**src/rtl/rr_arbiter8_if.sv**
```systemverilog
// Request/grant bundle between requesters (master) and the round-robin arbiter (slave).
// The master drives req; the arbiter drives everything else.
interface rr_arbiter8_if;
    logic [7:0] req;
    logic [7:0] grant;
    logic       valid;
    logic [2:0] owner;
    logic       any_req;
    logic       preempt;

    modport master (
        output req,
        input  grant,
        input  valid,
        input  owner,
        input  any_req,
        input  preempt
    );

    modport slave (
        input  req,
        output grant,
        output valid,
        output owner,
        output any_req,
        output preempt
    );
endinterface

```
**src/rtl/rr_arbiter8.sv**
```systemverilog
// 8-way round-robin arbiter with sticky grants and an optional hold limit that forces
// hand-over when other requesters are waiting.
module rr_arbiter8 #(
    parameter int unsigned MAX_HOLD = 4,
    parameter int unsigned HOLD_W   = 5
) (
    input logic          clk,
    input logic          reset,
    rr_arbiter8_if.slave bus
);

    typedef enum logic [0:0] {StIdle, StBusy} state_e;

    localparam logic [HOLD_W-1:0] HoldLast = (MAX_HOLD == 0) ? '0 : HOLD_W'(MAX_HOLD - 1);

    state_e            state_q, state_d;
    logic [7:0]        grant_q, grant_d;
    logic              valid_q, valid_d;
    logic [2:0]        owner_q, owner_d;
    logic [2:0]        ptr_q, ptr_d;
    logic [HOLD_W-1:0] hold_cnt_q, hold_cnt_d;
    logic              preempt_q, preempt_d;

    logic [7:0] masked_req;
    logic       owner_req;
    logic       limit_hit;
    logic       release_now;
    logic [2:0] ptr_after;
    logic [3:0] idle_pick;
    logic [3:0] busy_pick;

    // Returns {found, index} of the first set bit scanning p, p+1, ... p+7 (mod 8).
    function automatic logic [3:0] pick(input logic [7:0] r, input logic [2:0] p);
        logic [3:0] res;
        logic [2:0] idx;
        res = '0;
        // Scan from the far end so the nearest set bit is written last.
        for (int k = 7; k >= 0; k--) begin
            idx = p + 3'(k);
            if (r[idx]) begin
                res = {1'b1, idx};
            end
        end
        return res;
    endfunction

    always_comb begin
        masked_req  = bus.req & ~grant_q;
        owner_req   = bus.req[owner_q];
        limit_hit   = (MAX_HOLD != 0) && (hold_cnt_q == HoldLast) && (masked_req != 8'h00);
        release_now = !owner_req || limit_hit;
        ptr_after   = owner_q + 3'd1;
        idle_pick   = pick(bus.req, ptr_q);
        busy_pick   = pick(masked_req, ptr_after);

        state_d    = state_q;
        grant_d    = grant_q;
        owner_d    = owner_q;
        ptr_d      = ptr_q;
        hold_cnt_d = hold_cnt_q;
        preempt_d  = 1'b0;

        unique case (state_q)
            StIdle: begin
                if (idle_pick[3]) begin
                    state_d    = StBusy;
                    grant_d    = 8'h01 << idle_pick[2:0];
                    owner_d    = idle_pick[2:0];
                    hold_cnt_d = '0;
                end
            end
            StBusy: begin
                if (release_now) begin
                    ptr_d = ptr_after;
                    if (busy_pick[3]) begin
                        grant_d    = 8'h01 << busy_pick[2:0];
                        owner_d    = busy_pick[2:0];
                        hold_cnt_d = '0;
                        // Only a forced hand-over counts; a voluntary drop is never a preempt.
                        preempt_d  = owner_req && limit_hit;
                    end else begin
                        grant_d = '0;
                        state_d = StIdle;
                    end
                end else if (hold_cnt_q != '1) begin
                    hold_cnt_d = hold_cnt_q + 1'b1;
                end
            end
            default: begin
                state_d = StIdle;
                grant_d = '0;
            end
        endcase

        valid_d = |grant_d;
    end

    always_ff @(posedge clk) begin
        if (reset) begin
            state_q    <= StIdle;
            grant_q    <= '0;
            valid_q    <= 1'b0;
            owner_q    <= '0;
            ptr_q      <= '0;
            hold_cnt_q <= '0;
            preempt_q  <= 1'b0;
        end else begin
            state_q    <= state_d;
            grant_q    <= grant_d;
            valid_q    <= valid_d;
            owner_q    <= owner_d;
            ptr_q      <= ptr_d;
            hold_cnt_q <= hold_cnt_d;
            preempt_q  <= preempt_d;
        end
    end

    assign bus.grant   = grant_q;
    assign bus.valid   = valid_q;
    assign bus.owner   = owner_q;
    assign bus.preempt = preempt_q;
    assign bus.any_req = |bus.req;

endmodule

```
**src/flat_wrapper.sv**
```systemverilog
// flat-port wrapper written by rule: the top's interface ports become plain ports
module rr_arbiter8_flat 
#(
    parameter int unsigned MAX_HOLD = 4,
    parameter int unsigned HOLD_W   = 5
)
  (clk, reset, bus_req, bus_grant, bus_valid, bus_owner, bus_any_req, bus_preempt);
  rr_arbiter8_if bus_i ();
  input logic clk;
  input logic reset;
  input wire logic [$bits(bus_i.req)-1:0] bus_req;
  output wire logic [$bits(bus_i.grant)-1:0] bus_grant;
  output wire logic [$bits(bus_i.valid)-1:0] bus_valid;
  output wire logic [$bits(bus_i.owner)-1:0] bus_owner;
  output wire logic [$bits(bus_i.any_req)-1:0] bus_any_req;
  output wire logic [$bits(bus_i.preempt)-1:0] bus_preempt;
  assign bus_i.req = bus_req;
  assign bus_grant = bus_i.grant;
  assign bus_valid = bus_i.valid;
  assign bus_owner = bus_i.owner;
  assign bus_any_req = bus_i.any_req;
  assign bus_preempt = bus_i.preempt;
  rr_arbiter8 #(.MAX_HOLD(MAX_HOLD), .HOLD_W(HOLD_W)) u_core (.clk(clk), .reset(reset), .bus(bus_i));
endmodule
```
**config.mk**
```make
export PLATFORM = sky130hd
export DESIGN_NAME = rr_arbiter8_flat
export DESIGN_NICKNAME = d
export VERILOG_FILES = /design/src/rtl/rr_arbiter8_if.sv /design/src/rtl/rr_arbiter8.sv /design/src/flat_wrapper.sv
export SDC_FILE = /design/constraint.sdc
export NUM_CORES = 1
export LEC_CHECK = 0
export CAP_MARGIN = 10
export CORE_UTILIZATION = 50
export CTS_BUF_LIST = sky130_fd_sc_hd__clkbuf_4
export DETAILED_ROUTE_END_ITERATION = 10
export GPL_TIMING_DRIVEN = 0
export HOLD_SLACK_MARGIN = 0.12
export PLACE_DENSITY_LB_ADDON = 0.15
export SYNTH_ARGS = -nofsm -noshare
export SYNTH_HDL_FRONTEND = slang
export SYNTH_SLANG_ARGS = --single-unit
```
**constraint.sdc**
```tcl
create_clock -name clk -period 5.35 [get_ports clk]
set_clock_uncertainty 0.15 [all_clocks]
set_input_delay 1.07 -clock clk [delete_from_list [all_inputs] [get_ports clk]]
set_output_delay 1.07 -clock clk [all_outputs]
set_load 0.005 [all_outputs]
```
Yosys cells after proc, flatten, opt, wreduce, memory -nomap -nowiden
Index checks and enable logic that the tools add are counted.
- bits in registers: 22
- input bits: 10
- output and inout port bits: 14
- add/sub/neg operators: 16
- magnitude comparators: 17
- eq/ne operators: 7
- shift operators: 2
- multiplexer cells: 67
- bitwise gates (word level): 5
- reductions and logical operators: 11
- operators by type and width (operator ; count):
    < comparator 3 x 4 -> 1 bit (second input constant) ; 17
    two-way mux 4 bit ; 16
    binary-select mux 1 bit (select 3 bit) ; 17
    adder 3 bit (second input constant) ; 8
    two-way mux 8 bit ; 3
    two-way mux 1 bit ; 20
    two-way mux 5 bit ; 4
    one-hot mux 8 bit (2 select lines) ; 1
    OR reduction 8 bit ; 2
    left shift 1 x 3 -> 8 bit (first input constant) ; 2
    adder 3 x 2 -> 3 bit (second input constant) ; 4
    one-hot mux 5 bit (2 select lines) ; 1
    adder 3 x 1 -> 3 bit (second input constant) ; 3
    two-way mux 3 bit ; 3
    AND 8 bit ; 1
    NOT 8 bit ; 1
    nonzero test 8 bit ; 1
    inequality test 3 bit (second input constant) ; 2
    one-hot mux 3 bit (2 select lines) ; 1
    AND reduction 3 bit ; 2
    adder 5 x 1 -> 5 bit (second input constant) ; 1
    == test 5 x 2 -> 1 bit (second input constant) ; 1
    inequality test 5 bit (second input constant) ; 1
    inequality test 2 bit (second input constant) ; 2
    other kinds (8) ; 11

Logic depth before layout (Yosys ltp)
Gate-level depths: netlist of the first run.
- depth in word-level cells: 17
- mapped depth: 16

Worst setup path after synthesis of the first run
No wires, ideal clock.
- kind: reg2reg
- start point: register u_core.ptr_q[1]
- end point: register u_core.valid_q, in the netlist u_core.bus.valid
- data arrival time: 3.428 ns
- data required time: 5.061 ns
- path slack: 1.634 ns
- stages on the path, launching flop included: 16
- path buffers: 4
- path through: dfxtp_1 buf_2 buf_2 inv_1 ha_1 buf_2 buf_2 mux2_2 mux2i_1 mux2_2 o221ai_1 a211oi_2 inv_1 and3_1 nor4bb_1 a41oi_1
- longest elaborated chain between the ends: 15
- elaborated cells on any way between the ends: 35
- RTL lines (element ; RTL line ; text):
    start, declared ; rr_arbiter8.sv:20 ; logic [2:0] ptr_q, ptr_d;
    start signal, assigned ; rr_arbiter8.sv:112 ; ptr_q <= ptr_d;
    adder 3 bit ; rr_arbiter8.sv:39 ; idx = p + 3'(k);
    binary-select mux 1 bit (select 3 bit) ; rr_arbiter8.sv:40 ; if (r[idx]) begin
    two-way mux 1 bit (not written as such) ; rr_arbiter8.sv:40 ;
    two-way mux 4 bit (7 in series) ; rr_arbiter8.sv:40 ;
    two-way mux 4 bit (*) ; rr_arbiter8.sv:40 ;
    left shift 1 x 3 -> 8 bit ; rr_arbiter8.sv:67 ; grant_d = 8'h01 << idle_pick[2:0];
    two-way mux 8 bit (*) ; rr_arbiter8.sv:65 ; if (idle_pick[3]) begin
    one-hot mux 8 bit (2 select lines) (*) ; rr_arbiter8.sv:63 ; unique case (state_q)
    OR reduction 8 bit (*) ; rr_arbiter8.sv:95 ; valid_d = |grant_d;
    end signal, assigned ; rr_arbiter8.sv:110 ; valid_q <= valid_d;
    end, declared ; rr_arbiter8.sv:18 ; logic valid_q, valid_d;
Every way passes the cells marked *; elsewhere a longest branch is shown, timed or not. The select of a mux whose other input is x is not followed.
A chain may end at the register's enable or synchronous reset.

Worst setup path after layout of the first run
- start point: register u_core.ptr_q[0]
- end point: register u_core.valid_q, in the netlist u_core.bus.valid
The elaborated chain is that of the path after synthesis.

==> impl_metrics.env, run 1 <==
export IMPL_outcome="finished clean"
export IMPL_diodes=0
export IMPL_path_depth=15
export IMPL_grt_max_degree=14
export IMPL_gr_total_overflow=0
export IMPL_vias=3741
export IMPL_die_y_um=86.5
export IMPL_start_kind="register"
export IMPL_syn_to_final_growth_pct=11.3
export IMPL_period_minus_slack_ps=4660
export IMPL_yosys_top_cells_area="mux4_2 (13%), dfxtp_1 (12%), mux2i_1 (6.7%), mux2_2 (5.7%), nor2_1 (4.2%)"
export IMPL_initial_core_util=0.523
export IMPL_slowest_stage="nor4_1"
export IMPL_grt_pass1_wl_um=17000
export IMPL_synthDominantCellAreaShare=0.132
export IMPL_clk_path_buf_depth=2
export IMPL_ff2ff_setup_slack_ps=690
export IMPL_synth_ff_latch_count=22
export IMPL_synthMuxAreaShare=0.275
export IMPL_crit_arrival_ps=4760
export IMPL_yosysUniqueCellTypes=81
export IMPL_clock_latency_ps=320
export IMPL_clock_fmax_ghz=0.215
export IMPL_synth_top_family_by_area="simple AND/OR/NAND/NOR gates"
export IMPL_hpwl_um=7960
export IMPL_timing_final_hold_violations=0
export IMPL_endpoint_kind="register"
export IMPL_critPathCapture="u_core.bus.valid"
export IMPL_route_detailed_drc=0
export IMPL_wl_um=10600
export IMPL_pwr_share_comb=0.840
export IMPL_avgSynthCellArea_um2=8.41
export IMPL_slowest_delay_ps=810
export IMPL_dieArea_um2=7490
export IMPL_drive_gt1_frac=0.188
export IMPL_nNetsFinal=469
export IMPL_wl_per_cell_um=19.3
export IMPL_netlist_instances=425
export IMPL_fp_coreArea_um2=6830
export IMPL_hold_path_class="register to register"
export IMPL_io_buffer_count=23
export IMPL_cts_resized=0
export IMPL_crit_start="u_core.ptr_q[0]"
export IMPL_dp_slack_ps=508
export IMPL_synth_most_common_cell="nor2_1"
export IMPL_path_clk_slew_ps=130
export IMPL_cp_cell_sequence="buf_2 -> inv_2 -> clkbuf_1 -> ha_1 -> buf_2 -> buf_2 -> mux2i_1 -> mux2i_1 -> a22oi_1 -> a2111oi_2 -> nor4_1 -> nand2_1 -> o221a_1 -> nor4bb_1 -> a41oi_1"
export IMPL_synth_edf_count=0
export IMPL_power_density_nw_per_um2=627
export IMPL_clk_root_buffer_cell="clkbuf_4"
export IMPL_cts_tree="done"
export IMPL_report_final_slew_viol_count=0
export IMPL_path_buf_inv=5
export IMPL_setup_violations=0
export IMPL_cts_htree_levels=1
export IMPL_io_pins=24
export IMPL_gp_congestion=0.900
export IMPL_clkSinkCount=22
export IMPL_leakage_nw=1.45
export IMPL_first_global_vias=3398
export IMPL_crit_fanout=10
export IMPL_power_frac_seq=0.108
export IMPL_worstReg2RegStart="u_core.ptr_q[0]"
export IMPL_finalSetupTns_ps=0
export IMPL_tightest_slew_ps=932
export IMPL_rsz0062_at_grt="false"
export IMPL_rr_endpoint="u_core.bus.valid"
export IMPL_yosys_warnings=0
export IMPL_fp_dieW_um=86.5
export IMPL_path_delay_family="buffers and inverters"
export IMPL_synth_area_um2=3570
export IMPL_cts_setup_buffers=0
export IMPL_synth_compound_area_share=0.204
export IMPL_synthAdderAreaFrac=0.0210
export IMPL_postRouteAntennaNets=0
export IMPL_power_switching_mw=1.29
export IMPL_async_flop_share=0
export IMPL_cts_made_buffers=3
export IMPL_period_share=0.871
export IMPL_synth_simple_area_share=0.283
export IMPL_cap_violations=0
export IMPL_rr_worst_depth=15
export IMPL_ys_flop_type="dfxtp_1"
export IMPL_crit_type="register to register"
export IMPL_yosys_area_top_type="mux4_2"
export IMPL_cpMostUsedCell="buf_2"
export IMPL_power_frac_clock=0.052
export IMPL_swShare=0.518
export IMPL_vias_per_cell=6.83
export IMPL_dr_pass1_iters=5
export IMPL_drt_iter0_drc=285
export IMPL_fin_ws_ps=690
export IMPL_crit_required_ps=5450
export IMPL_grt_use_total=0.286
export IMPL_synth_nets=441
export IMPL_row_count=30
export IMPL_p_int_mw=1.20
export IMPL_seq_area_frac_synth=0.123
export IMPL_timing_slew_headroom=0.373
export IMPL_antenna_found_initial=0
export IMPL_hold_buffers=0
export IMPL_synth_xor_area_share=0.0298
export IMPL_irDropWorstVdd_v=0.000314
export IMPL_fillerInstances=660
export IMPL_ys_top_cells_by_count="nor2_1 (40), nand2_1 (34), mux2i_1 (24)"
[power groups by stage]
| stage | logic, mW | registers, mW | clock network (mW) |
|---|---|---|---|
| 2_1_floorplan | 1.62 | 0.251 | 0 |
| 6_report | 2.09 | 0.269 | 0.131 |
| 4_1_cts | 2.06 | 0.268 | 0.133 |
| 3_3_place_gp | 2.02 | 0.270 | 0 |
| 3_5_place_dp | 2.05 | 0.272 | 0 |
| 5_1_grt | 2.26 | 0.275 | 0.142 |
[worst min path at each step]
stage                         startpoint                   end  cells after the start
finish              u_core.hold_cnt_q[4]  u_core.hold_cnt_q[4]                      2
global route        u_core.hold_cnt_q[4]  u_core.hold_cnt_q[4]                      2
CTS                 u_core.hold_cnt_q[4]  u_core.hold_cnt_q[4]                      2
detailed placement  u_core.hold_cnt_q[4]  u_core.hold_cnt_q[4]                      2
global placement    u_core.hold_cnt_q[4]  u_core.hold_cnt_q[4]                      2
floorplan           u_core.hold_cnt_q[4]  u_core.hold_cnt_q[4]                      2
[kinds of logic after synthesis]
family / count (synthesis)
simple gates: 176
compound gates: 98
mux: 67
buf+inv: 49
flops: 22
xor+xnor: 7
fa+ha+maj: 6
[layout make-up]
cell class              count  area (um^2)  area share
plain buffers              37          181      0.0456
flip-flops and latches     22          440       0.111
repair buffers             23          230      0.0579
multi-input cells         354         2910       0.731
clock buffers               3         22.5     0.00566
inverters                  12         45.0      0.0113
well taps                  96          120      0.0302
clock inverters             1         30.0     0.00755
[per-stage QoR]
stage | instance area, um^2 | std cells | hold slack, ps | total power [mW] | utilization
finish | 3980 | 548 | 386 | 2.49 | 0.582
global route | 3980 | 548 | 420 | 2.68 | 0.582
CTS | 3980 | 548 | 390 | 2.46 | 0.582
detailed placement | 3920 | 544 | 362 | 2.32 | 0.574
global placement | 3920 | 544 | 358 | 2.29 | 0.574
floorplan | 3570 | 425 | 326 | 1.87 | -
[metal layers]
metal,part of all wire,vias to the layer above,wire (um),GRT usage
met2,0.44,259,4680,0.438
met4,0.018,0,195,0.0652
li1,-,1688,-,-
met5,0,-,0,0
met1,0.43,1762,4560,0.430
met3,0.11,32,1150,0.0333
[worst min-delay path, delay by kind of cell, from the launching register on]
| family | cells | cell delay, ps |
|---|---|---|
| compound gates | 1 | 120 |
| flops | 1 | 350 |
| simple gates | 1 | 40 |
[layout by cell type, fill, tap and decap left out, types with 4 or more instances in the layout]
master           count
a31oi_1              4
nor3_1               9
a21oi_1             22
nand2_1             34
or4_1                4
nor2_1              40
o21ai_1              4
dfxtp_1             22
nor4_1               7
nand2b_1            15
clkbuf_1            18
o21ai_0             13
nand3_1             13
mux2i_1             24
buf_2               12
a211oi_1             4
ha_1                 6
mux2_2              18
nor2b_1             12
a221o_1              7
inv_1               10
and4b_1              4
mux4_2              21
nor4b_1              4
clkdlybuf4s50_1     23
nor4bb_1             7
[state kept, by name, indices dropped and copies added (netlist names)]
name	count
u_core.bus.grant	8
u_core.bus.owner	3
u_core.bus.preempt	1
u_core.bus.valid	1
u_core.hold_cnt_q	5
u_core.ptr_q	3
u_core.state_q	1
Power figures use the tool's default switching activity.
==> run 2: changes to the inputs <==
--- a/config.mk
+++ b/config.mk
@@ -7,4 +7,4 @@
 export LEC_CHECK = 0
-export CAP_MARGIN = 10
-export CORE_UTILIZATION = 50
+export CAP_MARGIN = 30
+export CORE_UTILIZATION = 40
 export CTS_BUF_LIST = sky130_fd_sc_hd__clkbuf_4
==> constraint.sdc (replaced) <==
create_clock -name clk -period 5.35 [get_ports clk]
set_clock_uncertainty 0.15 [all_clocks]
set_input_delay 0.8025 -clock clk [delete_from_list [all_inputs] [get_ports clk]]
set_output_delay 0.8025 -clock clk [all_outputs]
set_load 0.005 [all_outputs]
==> impl_metrics.env, run 2 (same netlist as run 1, synthesis figures left out) <==
export IMPL_outcome="finished clean"
export IMPL_timing_final_hold_violations=0
export IMPL_dr_pass1_iters=5
export IMPL_clock_latency_ps=320
export IMPL_placed_cells=556
export IMPL_swShare=0.531
export IMPL_clk_root_buffer_cell="clkbuf_4"
export IMPL_diodes=0
export IMPL_syn_to_final_growth_pct=11.0
export IMPL_gp_congestion=0.963
export IMPL_crit_type="register to register"
export IMPL_wl_per_cell_um=19.4
export IMPL_path_clk_slew_ps=130
export IMPL_postRouteAntennaNets=0
export IMPL_nNetsFinal=469
export IMPL_tightest_slew_ps=914
export IMPL_vias=3618
export IMPL_met2_usage=0.355
export IMPL_period_minus_slack_ps=4750
export IMPL_power_switching_mw=1.30
export IMPL_power_frac_clock=0.032
export IMPL_crit_fanout=10
export IMPL_layout_cells_non_filler=560
export IMPL_crit_arrival_ps=4840
export IMPL_clock_fmax_ghz=0.211
export IMPL_cap_violations=0
export IMPL_report_final_slew_viol_count=0
export IMPL_cts_tree="done"
export IMPL_met1_usage=0.358
export IMPL_timing_slew_headroom=0.385
export IMPL_clkSinkCount=22
export IMPL_hold_path_class="register to register"
export IMPL_drive_gt1_frac=0.186
export IMPL_irDropWorstVdd_v=0.000262
export IMPL_io_buffer_count=23
export IMPL_final_cell_mix="nor2_1 (40), nand2_1 (34), mux2i_1 (24)"
export IMPL_initial_core_util=0.412
export IMPL_die_y_um=96.5
export IMPL_drt_iter0_drc=259
export IMPL_grt_pass1_wl_um=17000
export IMPL_power_density_nw_per_um2=619
export IMPL_finalSetupTns_ps=0
export IMPL_grt_use_total=0.236
export IMPL_dp_slack_ps=690
export IMPL_setup_violations=0
export IMPL_row_count=34
export IMPL_vias_per_cell=6.46
export IMPL_cts_resized=0
export IMPL_rsz0062_at_grt="false"
export IMPL_endpoint_kind="register"
export IMPL_holdWs_ps=391
export IMPL_first_global_vias=3219
export IMPL_fp_dieW_um=96.5
export IMPL_antenna_found_initial=0
export IMPL_pwr_share_comb=0.859
export IMPL_wl_um=10900
export IMPL_period_share=0.887
export IMPL_global_route_peak_usage_layer="met1"
export IMPL_clk_path_buf_depth=2
export IMPL_start_kind="register"
export IMPL_power_frac_seq=0.109
export IMPL_route_detailed_drc=0
export IMPL_hold_buffers=0
export IMPL_met3_usage=0.0305
export IMPL_total_power_mw=2.46
export IMPL_cts_made_buffers=3
export IMPL_gr_total_overflow=0
export IMPL_leakage_nw=1.44
export IMPL_hpwl_um=8210
export IMPL_fp_coreArea_um2=8680
export IMPL_cts_htree_levels=1
export IMPL_fin_ws_ps=603
export IMPL_dieArea_um2=9320
export IMPL_largest_reg_flops=8
export IMPL_cts_setup_buffers=0
export IMPL_crit_required_ps=5450
export IMPL_grt_max_degree=13
export IMPL_final_common_cell="nor2_1"
export IMPL_io_pins=24
export IMPL_p_int_mw=1.15
## run 2: changes by cell type in the layout (fill, tap and decap cells not counted), sizes merged
cell    before  now
clkinv       0    1
bufinv       1    0
## run 2: worst max-delay path, stage by stage (launching register included)
cell	delay [ps]
dfxtp_1	360
buf_2	250
inv_2	140
clkbuf_1	320
ha_1	420
buf_2	280
buf_2	300
mux2i_1	350
mux2i_1	210
a22oi_1	220
a2111oi_2	130
nor4_1	800
nand2_1	110
o221a_1	270
nor4bb_1	140
a41oi_1	210
## run 2: worst paths after layout
path | depth (start not counted) | end | slack (ps) | from
min reg2reg | 2 | u_core.hold_cnt_q[1] | 390 | u_core.hold_cnt_q[1]
max | 15 | u_core.bus.valid | 600 | u_core.ptr_q[0]
min | 2 | u_core.hold_cnt_q[1] | 390 | u_core.hold_cnt_q[1]
max reg2reg | 15 | u_core.bus.valid | 600 | u_core.ptr_q[0]
## run 2: power groups by stage
stage	Combinational [mW]	Sequential, mW	Clock, mW
finish	2.11	0.268	0.0785
global route	2.28	0.273	0.0887
CTS	2.08	0.267	0.0803
detailed placement	2.06	0.271	0
global placement	2.04	0.270	0
floorplan	1.62	0.251	0
## run 2: per-stage QoR
stage | cell area [um^2] | util
floorplan | 3570 | -
global placement | 3940 | 0.454
detailed placement | 3940 | 0.454
CTS | 3970 | 0.457
global route | 3970 | 0.457
finish | 3970 | 0.457
## run 2: metal layers
layer | vias up | wire length, um | share of wire
met5 | - | 0 | 0
met1 | 1749 | 5060 | 0.47
met3 | 11 | 863 | 0.079
li1 | 1687 | - | -
met4 | 0 | 104 | 0.0096
met2 | 171 | 4830 | 0.44
## run 2: layout make-up
cell class	count	area [um^2]
Clock buffer	3	22.5
Inverter	12	45.0
Multi-Input combinational cell	354	2910
Buffer	37	181
Tap cell	108	135
Clock inverter	1	3.75
Timing Repair Buffer	23	230
Fill cell	866	4710
Sequential cell	22	440
